[src/rtl/burst_pkg.sv]
`default_nettype none
// ============================================================================
// Module      : burst_pkg
// Description : Shared definitions for the burst generator and the burst
//               detector. Holds the default data/counter widths, the FSM
//               state encoding and the noise LFSR seed and feedback taps.
// Revision    : 1.0  initial release
// ============================================================================
package burst_pkg;

    // Default widths, shared with the detector so both ends agree on din.
    localparam int unsigned DEF_WIDTH  = 8;
    localparam int unsigned DEF_CNT_W  = 16;
    localparam int unsigned DEF_NB_W   = 8;
    localparam int unsigned DEF_LFSR_W = 16;

    // Noise LFSR: Galois form of x^16 + x^14 + x^13 + x^11 + 1.
    // With a right-shifting register the feedback mask is the polynomial
    // divided by x, i.e. bits 15, 13, 12 and 10.
    localparam logic [15:0] C_LFSR_SEED = 16'hACE1;
    localparam logic [15:0] C_LFSR_TAPS = 16'hB400;

    // Sequence state. The state register always describes the sample that
    // is currently on dout, so IDLE means "nothing being emitted".
    typedef enum logic [1:0] {
        ST_IDLE  = 2'd0,
        ST_LEAD  = 2'd1,
        ST_BURST = 2'd2,
        ST_GAP   = 2'd3
    } state_e;

endpackage : burst_pkg
`default_nettype wire

[src/rtl/lfsr_noise.sv]
`default_nettype none
// ============================================================================
// Module      : lfsr_noise
// Description : Galois LFSR used as the noise source of the burst generator.
//               Steps once per cycle with advance high, holds otherwise.
//               Only the low OUT_W bits are exported, as that is all the
//               noise adder consumes.
// Ports       : clock   - rising-edge clock
//               ss_n    - synchronous reset, active-high; reloads the seed
//               advance - step the register this cycle
//               state   - low OUT_W bits of the current register value
// Revision    : 1.0  initial release
// ============================================================================
module lfsr_noise
    import burst_pkg::*;
#(
    parameter int unsigned       LFSR_W = DEF_LFSR_W,
    parameter int unsigned       OUT_W  = DEF_WIDTH,
    parameter logic [LFSR_W-1:0] SEED   = LFSR_W'(C_LFSR_SEED),
    parameter logic [LFSR_W-1:0] TAPS   = LFSR_W'(C_LFSR_TAPS)
) (
    input  logic             clock,
    input  logic             ss_n,
    input  logic             advance,
    output logic [OUT_W-1:0] state
);

    logic [LFSR_W-1:0] lfsr_q;
    logic [LFSR_W-1:0] lfsr_d;

    // Right shift; the bit falling out of position 0 folds the taps back in.
    always_comb begin
        lfsr_d = {1'b0, lfsr_q[LFSR_W-1:1]};
        if (lfsr_q[0]) begin
            lfsr_d = lfsr_d ^ TAPS;
        end
    end

    always_ff @(posedge clock) begin
        if (ss_n) begin
            lfsr_q <= SEED;
        end else if (advance) begin
            lfsr_q <= lfsr_d;
        end
    end

    assign state = lfsr_q[OUT_W-1:0];

endmodule : lfsr_noise
`default_nettype wire

[src/rtl/burst_generator.sv]
`default_nettype none
// ============================================================================
// Module      : burst_generator
// Description : Synthesises a sample stream for the burst detector: a
//               lead-in of background samples, then n_bursts bursts of a
//               programmed level and length separated by background gaps,
//               optionally with masked LFSR noise added (saturating).
// Ports       : clock        - rising-edge clock
//               ss_n         - synchronous reset, active-high
//               start        - one-cycle request, honoured only when idle
//               abort        - stop any sequence, wins over start
//               idle_level   - background sample value (lead-in and gaps)
//               burst_level  - sample value during a burst
//               burst_len    - samples per burst (0 behaves as 1)
//               gap_len      - samples in the lead-in and in each gap
//               n_bursts     - bursts per sequence (0 ignores start)
//               noise_en     - add masked LFSR noise to dout
//               noise_mask   - AND mask applied to the LFSR bits
//               dout         - sample to the detector
//               dout_valid   - high while a sequence is running
//               in_burst     - high while dout is a burst sample
//               busy         - high in any state but IDLE
//               done         - one-cycle pulse after the last burst sample
// Revision    : 1.0  initial release
// ============================================================================
module burst_generator
    import burst_pkg::*;
#(
    parameter int unsigned WIDTH  = DEF_WIDTH,
    parameter int unsigned CNT_W  = DEF_CNT_W,
    parameter int unsigned NB_W   = DEF_NB_W,
    parameter int unsigned LFSR_W = DEF_LFSR_W
) (
    input  logic             clock,
    input  logic             ss_n,
    input  logic             start,
    input  logic             abort,
    input  logic [WIDTH-1:0] idle_level,
    input  logic [WIDTH-1:0] burst_level,
    input  logic [CNT_W-1:0] burst_len,
    input  logic [CNT_W-1:0] gap_len,
    input  logic [NB_W-1:0]  n_bursts,
    input  logic             noise_en,
    input  logic [WIDTH-1:0] noise_mask,
    output logic [WIDTH-1:0] dout,
    output logic             dout_valid,
    output logic             in_burst,
    output logic             busy,
    output logic             done
);

    // ------------------------------------------------------------------
    // State, counters and latched configuration
    // ------------------------------------------------------------------
    state_e           state_q,      state_d;
    logic [CNT_W-1:0] cnt_q,        cnt_d;        // samples left in phase, minus one
    logic [NB_W-1:0]  rem_q,        rem_d;        // bursts not yet finished
    logic [WIDTH-1:0] idle_lvl_q,   idle_lvl_d;
    logic [WIDTH-1:0] burst_lvl_q,  burst_lvl_d;
    logic [WIDTH-1:0] mask_q,       mask_d;
    logic [CNT_W-1:0] burst_last_q, burst_last_d; // burst length minus one
    logic [CNT_W-1:0] gap_len_q,    gap_len_d;

    // Registered outputs
    logic [WIDTH-1:0] dout_q,       dout_d;
    logic             valid_q,      valid_d;
    logic             in_burst_q,   in_burst_d;
    logic             busy_q,       busy_d;
    logic             done_q,       done_d;

    // Combinational helpers
    logic             w_start_ok;
    logic [CNT_W-1:0] w_burst_last_in;
    logic [WIDTH-1:0] w_lfsr_bits;
    logic [WIDTH-1:0] w_level;
    logic [WIDTH-1:0] w_noise;
    logic [WIDTH:0]   w_sum;

    // ------------------------------------------------------------------
    // Noise source. It steps on every edge that loads a valid sample, so
    // each emitted sample sees a fresh value and the register is frozen
    // for as long as the generator sits idle.
    // ------------------------------------------------------------------
    lfsr_noise #(
        .LFSR_W (LFSR_W),
        .OUT_W  (WIDTH)
    ) u_lfsr_noise (
        .clock   (clock),
        .ss_n    (ss_n),
        .advance (valid_d),
        .state   (w_lfsr_bits)
    );

    // ------------------------------------------------------------------
    // Next-state logic. The next state names the sample that will be on
    // dout after the edge, so the output registers are driven straight
    // from it and start reaches dout with a single cycle of latency.
    // ------------------------------------------------------------------
    always_comb begin
        w_start_ok      = (state_q == ST_IDLE) && start && !abort && (n_bursts != '0);
        w_burst_last_in = (burst_len == '0) ? '0 : (burst_len - CNT_W'(1));

        state_d      = state_q;
        cnt_d        = cnt_q;
        rem_d        = rem_q;
        done_d       = 1'b0;
        idle_lvl_d   = idle_lvl_q;
        burst_lvl_d  = burst_lvl_q;
        mask_d       = mask_q;
        burst_last_d = burst_last_q;
        gap_len_d    = gap_len_q;

        case (state_q)
            ST_IDLE: begin
                if (w_start_ok) begin
                    // Configuration is captured here and held until the
                    // sequence ends; the first sample already uses it.
                    idle_lvl_d   = idle_level;
                    burst_lvl_d  = burst_level;
                    mask_d       = noise_mask;
                    burst_last_d = w_burst_last_in;
                    gap_len_d    = gap_len;
                    rem_d        = n_bursts;
                    if (gap_len == '0) begin
                        state_d = ST_BURST;
                        cnt_d   = w_burst_last_in;
                    end else begin
                        state_d = ST_LEAD;
                        cnt_d   = gap_len - CNT_W'(1);
                    end
                end
            end

            ST_LEAD, ST_GAP: begin
                if (cnt_q == '0) begin
                    state_d = ST_BURST;
                    cnt_d   = burst_last_q;
                end else begin
                    cnt_d = cnt_q - CNT_W'(1);
                end
            end

            ST_BURST: begin
                if (cnt_q == '0) begin
                    if (rem_q <= NB_W'(1)) begin
                        state_d = ST_IDLE;
                        rem_d   = '0;
                        done_d  = 1'b1;
                    end else begin
                        rem_d = rem_q - NB_W'(1);
                        if (gap_len_q == '0) begin
                            // Back-to-back bursts: stay in BURST so
                            // in_burst never drops between them.
                            cnt_d = burst_last_q;
                        end else begin
                            state_d = ST_GAP;
                            cnt_d   = gap_len_q - CNT_W'(1);
                        end
                    end
                end else begin
                    cnt_d = cnt_q - CNT_W'(1);
                end
            end

            default: begin
                state_d = ST_IDLE;
                cnt_d   = '0;
                rem_d   = '0;
            end
        endcase

        // Abort overrides everything, including a pending done pulse.
        if (abort) begin
            state_d = ST_IDLE;
            cnt_d   = '0;
            rem_d   = '0;
            done_d  = 1'b0;
        end

        valid_d    = (state_d != ST_IDLE);
        busy_d     = (state_d != ST_IDLE);
        in_burst_d = (state_d == ST_BURST);

        // Saturating add: the extra sum bit is the overflow flag.
        w_level = in_burst_d ? burst_lvl_d : idle_lvl_d;
        w_noise = noise_en ? (w_lfsr_bits & mask_d) : '0;
        w_sum   = {1'b0, w_level} + {1'b0, w_noise};

        if (!valid_d) begin
            dout_d = '0;
        end else if (w_sum[WIDTH]) begin
            dout_d = '1;
        end else begin
            dout_d = w_sum[WIDTH-1:0];
        end
    end

    // ------------------------------------------------------------------
    // Registers
    // ------------------------------------------------------------------
    always_ff @(posedge clock) begin
        if (ss_n) begin
            state_q      <= ST_IDLE;
            cnt_q        <= '0;
            rem_q        <= '0;
            idle_lvl_q   <= '0;
            burst_lvl_q  <= '0;
            mask_q       <= '0;
            burst_last_q <= '0;
            gap_len_q    <= '0;
            dout_q       <= '0;
            valid_q      <= 1'b0;
            in_burst_q   <= 1'b0;
            busy_q       <= 1'b0;
            done_q       <= 1'b0;
        end else begin
            state_q      <= state_d;
            cnt_q        <= cnt_d;
            rem_q        <= rem_d;
            idle_lvl_q   <= idle_lvl_d;
            burst_lvl_q  <= burst_lvl_d;
            mask_q       <= mask_d;
            burst_last_q <= burst_last_d;
            gap_len_q    <= gap_len_d;
            dout_q       <= dout_d;
            valid_q      <= valid_d;
            in_burst_q   <= in_burst_d;
            busy_q       <= busy_d;
            done_q       <= done_d;
        end
    end

    assign dout       = dout_q;
    assign dout_valid = valid_q;
    assign in_burst   = in_burst_q;
    assign busy       = busy_q;
    assign done       = done_q;

endmodule : burst_generator
`default_nettype wire

[config.mk]
export PLATFORM = sky130hd
export DESIGN_NAME = burst_generator
export DESIGN_NICKNAME = d
export VERILOG_FILES = /design/src/rtl/burst_pkg.sv /design/src/rtl/lfsr_noise.sv /design/src/rtl/burst_generator.sv
export SDC_FILE = /design/constraint.sdc
export NUM_CORES = 1
export LEC_CHECK = 0
export BUFFER_PORTS_ARGS = -buffer_cell sky130_fd_sc_hd__buf_4
export CAP_MARGIN = 20
export CORE_UTILIZATION = 25
export CTS_CLUSTER_DIAMETER = 200
export DETAILED_ROUTE_END_ITERATION = 12
export PLACE_DENSITY = 0.39
export SKIP_CTS_REPAIR_TIMING = 1
export SYNTH_ARGS = -nofsm -noshare
export SYNTH_HDL_FRONTEND = slang
export SYNTH_SLANG_ARGS = --single-unit
[constraint.sdc]
create_clock -name clock -period 6.9 [get_ports clock]
set_input_delay 0.345 -clock clock [delete_from_list [all_inputs] [get_ports clock]]
set_output_delay 0.345 -clock clock [all_outputs]
set_load 0.03 [all_outputs]
======== After elaboration in Yosys (flattened, before gate mapping) ========
Cells that the tools add are included.
cells by class
  add/sub/neg operators ................... 6
  $lt $le $gt $ge ......................... 1
  equal/unequal tests ..................... 7
  muxes and demuxes ....................... 31
  bitwise gates (word level) .............. 5
  reductions and logical operators ........ 19
operator list
  kind                                                 number
  two-way mux 16 bit                                   8
  two-way mux 8 bit                                    12
  zero test 16 bit                                     4
  subtractor 16 x 1 -> 16 bit, second input constant   4
  case mux 16 bit (3 select lines)                     1
  case mux 8 bit (2 select lines)                      1
  two-way mux 2 bit                                    7
  adder 8 x 8 -> 9 bit                                 1
  bitwise AND 8 bit                                    1
  <= comparator 8 x 1 -> 1 bit, second input constant  1
  nonzero test 8 bit                                   1
  subtractor 8 x 1 -> 8 bit, second input constant     1
  == test 2 bit, second input constant                 3
  case mux 2 bit (3 select lines)                      1
  OR reduction 2 bit                                   3
  != test 2 bit, second input constant                 2
  NOT 3 -> 4 bit                                       1
  AND reduction 2 bit                                  2
  nonzero test 2 bit                                   2
  OR reduction 4 bit                                   1
  logical AND 1 bit                                    3
  != test 3 bit, second input constant                 1
  NOT 1 bit                                            3
  AND reduction 3 bit                                  1
  other kinds (4)                                      4
word-level totals
  register bits after elaboration ......... 109
  input bits .............................. 69
  output and inout port bits .............. 12
  word-level logic and storage cells ...... 82

======== Logic depth before layout (Yosys ltp) ========
  depth after elaboration ................. 11
  depth in mapped cells ................... 19
  mapped depth without buffers ............ 18

======== Hierarchy ========
From an unflattened synthesis, not the netlist that was laid out.
unflattened totals
  cells, all modules ...................... 839
  area total of the unflattened synthesis .. 6697.7 sq um
modules (own cells, without submodules)
  module           times used  cells each  area an instance (sq um)  sequential area each (sq um)
  burst_generator  1           775         6007.0                    1861.8
  lfsr_noise       1           64          690.7                     320.3

======== Least setup slack after synthesis ========
No wires, ideal clock.
  kind .................................... flip-flop to flip-flop
  from .................................... register cnt_q[10]
  to ...................................... register dout_q[0] (netlist: dout[0])
  library setup time ...................... 0.133 ns
  arrival ................................. 4.208 ns
  required time ........................... 6.767 ns
  path slack .............................. 2.559 ns
  cell stages (with the launch flop) ...... 18
  path buffers ............................ 1
  clock period less this slack ............ 4.341 ns
  path through ............................ dfxtp_1 -> or4_4 -> or4_4 -> nor2_4 -> a21oi_2 -> a21boi_4 -> buf_6 -> a21oi_1 -> or2_1 -> ha_1 -> fa_1 -> a21o_1 -> a21oi_1 -> nor2b_1 -> o311ai_1 -> nand2b_1 -> a21oi_1 -> a21oi_1
between the ends
  cells in the longest elaborated chain, start to end .. 8
  elaborated cells between the ends (all ways) .. 12
  those cells by class .................... 1 x add/sub; 1 x eq/ne; 6 x mux; 1 x bitwise; 3 x reduce/logical
ends and longest elaborated chain
  item                                         RTL line                                        RTL
  start: declaration                           burst_generator.sv:56                           logic [CNT_W-1:0] cnt_q, cnt_d;
  start signal: assignment                     burst_generator.sv:218                          cnt_q <= cnt_d;
  zero test 16 bit (*)                         burst_generator.sv:135, burst_generator.sv:144
  two-way mux 2 bit, on equally long branches  burst_generator.sv:144, burst_generator.sv:135
  case mux 2 bit (3 select lines) (*)          burst_generator.sv:113                          case (state_q)
  two-way mux 2 bit (*)                        burst_generator.sv:173                          if (abort) begin
  == test 2 bit                                burst_generator.sv:182                          in_burst_d = (state_d == ST_BURST);
  two-way mux 8 bit                            burst_generator.sv:185                          w_level = in_burst_d ? burst_lvl_d : idle_lvl_d;
  adder 8 x 8 -> 9 bit                         burst_generator.sv:187                          w_sum = {1'b0, w_level} + {1'b0, w_noise};
  two-way mux 8 bit                            burst_generator.sv:191                          end else if (w_sum[WIDTH]) begin
  end signal: assignment                       burst_generator.sv:225                          dout_q <= dout_d;
  end: declaration                             burst_generator.sv:65                           logic [WIDTH-1:0] dout_q, dout_d;
Every way passes the cells marked *; elsewhere a longest branch is shown, timed or not.
A chain may end at the register's enable or synchronous reset.

======== Final worst setup path ========
Same ends and word-level chain as after synthesis.

==> results by group <==
Outcome
  • Status: finished, final reports clean

Yosys
  • Yosys warns: 0
  • Number of synthesized register bits: 109
  • Synthesized area per cell: 7.64 sq um
  • Synth async-reset ratio: 0
  • Synth Instances: 831
  • Most used DFF post-synth: dfxtp_1
  • Syn Nets: 918
  • Mapped Area: 6350 sq um
  • Sequential area share after synthesis: 0.344
  • Cell variety after synth: 67
  • Post-synth EDFFs: 0

STA
  • Worst Tran Pin Value: 1.09 ns
  • Fmax: 0.194 GHz
  • Fin crit period: 5.16 ns
  • TNS Setup: 0 ns
  • RSZ-0062 raised after global routing: false
  • Max-slew violations: 0
  • Period utilization: 0.748
  • Worst slew margin: 0.271
  • Setup-failing EPs final: 0
  • Fin. Hold Viols: 0
  • Hold Slack: 0.247 ns
  • Worst Clk Skew: 0.0153 ns

Clock tree
  • Inserted Clock Buffers: 9
  • Sink Count: 109
  • Worst-path clk slew: 0.09 ns
  • Clock Latency Late Sink: 0.36 ns
  • Largest buffer count on any clock path: 2
  • H-tree depth: 3
  • Clock root cell: clkbuf_16
  • CTS tree: yes

Detailed routing
  • Initial DRC count: 455
  • Routed vias: 5982
  • Vias per cell: 4.93
  • DR pass1 iterations: 6
  • WL final: 21000 microns
  • DR DRC count: 0
  • Avg WL per Cell: 17.3 microns
  • Routed Antenna Nets: 0

Place
  • Placed instance count: 1197
  • IO buf count: 80
  • Placer congestion estimate: 0.812
  • Placed Area: 7220 sq um
  • DP HPWL: 15400 microns

Hold path
  • Min-Delay Path Class: primary input to flip-flop

Worst setup path
  • Worst-path maximum fanout: 18
  • Worst Setup End Kind: flip-flop
  • Critical Path Source Type: flip-flop
  • Worst endpoint required time: 7.14 ns
  • Critical path data arrival time: 5.39 ns
  • Critical path class: flip-flop to flip-flop

Final layout
  • Finished Layout Cells: 1214
  • Commonest non-fill, non-tap cells in the layout: nand2_1 (123), dfxtp_1 (109), nor2_1 (94), a21oi_1 (94), buf_4 (88)
  • Area grow syn2layout: 18.9%
  • Final #Nets: 972
  • N_diodes: 0
  • Share of cells above drive strength 1: 0.136
  • Commonest non-fill, non-tap cell in the layout: nand2_1
  • Design Area, Final: 7550 sq um

Pwr
  • P_leak: 2.89 nW
  • Peak supply drop: 0.111 mV
  • Pwr dens: 211 nW/um^2

Floorplanning
  • FP Rows: 57
  • Placeable Area: 24600 sq um
  • # IOs: 81
  • Total die area: 26000 sq um
  • Chip Width: 161 microns
  • Starting Density: 0.258
  • Die Span Y: 161 microns

Job
  • Max Cap Viol: 0

Global routing
  • Gr usage total: 0.165
  • Initial antenna violation count: 0
  • GRT overflow: 0
  • Vias in the first global route: 5793
  • Largest net degree at the start of global routing: 76
  • First-pass GRT wire length: 33300 microns
-- cells in the mapped netlist (4+ instances only) --
cell,instances,area [sq um]
nand2_1,124,465
dfxtp_1,109,2180
a21oi_1,94,470
nor2_1,94,353
clkbuf_1,36,135
xnor2_1,30,263
o21ai_0,26,130
nor3_1,25,125
mux2i_1,22,220
xor2_1,22,193
nor4_1,18,113
ha_1,17,213
inv_1,17,63.8
nand3_1,16,80.1
a31oi_1,14,87.6
o21ai_1,14,70.1
a211oi_1,12,90.1
o22ai_1,12,75.1
nor2b_1,10,62.6
or2_1,9,56.3
o211ai_1,8,60.1
or3_1,8,50.1
nand2b_1,7,43.8
a211o_1,6,52.6
a21boi_0,6,45.0
buf_1,6,22.5
or4_1,6,45.0
a32oi_1,4,35.0
and2_1,4,25.0
-- registers in the layout (all words and copies together) (netlist names), 2 cells and up --
| name | flops |
|---|---|
| state_q | 2 |
| idle_lvl_q | 8 |
| rem_q | 8 |
| gap_len_q | 16 |
| burst_last_q | 16 |
| burst_lvl_q | 8 |
| mask_q | 8 |
| u_lfsr_noise.lfsr_q | 16 |
| dout | 8 |
| cnt_q | 16 |
-- critical path: stages (launching register included) --
cell      delay (ns)
dfxtp_1         0.34
or4_4           0.58
or4_4           0.48
nor2_4          0.47
a21oi_2         0.20
a21boi_4        0.41
a21oi_1         0.07
or2_1           0.24
ha_1            0.22
fa_1            0.40
a21o_1          0.19
a21oi_1         0.20
nor2b_1         0.10
o311ai_1        0.39
nand2b_1        0.09
a21oi_1         0.49
a21oi_1         0.14
-- cell families after synthesis --
| group | after synthesis | share of synthesized area |
|---|---|---|
| xor+xnor | 52 | 0.0717 |
| flops | 109 | 0.344 |
| buf+inv | 64 | 0.0433 |
| compound gates | 224 | 0.219 |
| mux | 22 | 0.0347 |
| simple gates | 342 | 0.251 |
| fa+ha+maj | 18 | 0.0366 |
-- layout make-up --
type	count	area (sq um)
clock buffer	9	225
tap	324	405
sequential	109	2180
inverter	18	67.6
multi-input combinational	658	3900
fill	2715	17100
timing repair buffer	89	676
clock inverter	7	90.1
-- per-layer routing --
metal  part of all wire  wire length (microns)  global-route usage  up-vias
li1                   -                      -                   -     3049
met1               0.52                  10900               0.246     2805
met2               0.43                   9100               0.251      116
met3              0.039                    809              0.0218       12
met4              0.011                    240              0.0377        0
met5                  0                      0                   0        -
-- report_power, final --
| part | switching, mW | internal (mW) |
|---|---|---|
| Combinational | 0.223 | 0.140 |
| Clock | 0.288 | 0.261 |
| Sequential | 0.0235 | 0.659 |
-- path summary, 6_finish.rpt --
check	end	slack, ns	cells past startpoint	startpoint
worst min register to register	burst_last_q[4]	0.46	2	burst_last_q[4]
worst min-delay path	mask_q[0]	0.25	3	noise_mask[0]
worst max register to register	dout[0]	1.74	16	cnt_q[10]
worst max-delay path	dout[0]	1.74	16	cnt_q[10]
-- per-stage QoR --
step,setup WS [ns],util,total power [mW]
floorplan,2.56,-,0.930
global placement,1.61,0.293,1.06
CTS,1.77,0.306,1.61
global route,1.28,0.307,1.68
finish,1.74,0.307,1.59
detailed placement,1.57,0.293,1.06
Power figures use the tool's default switching activity.
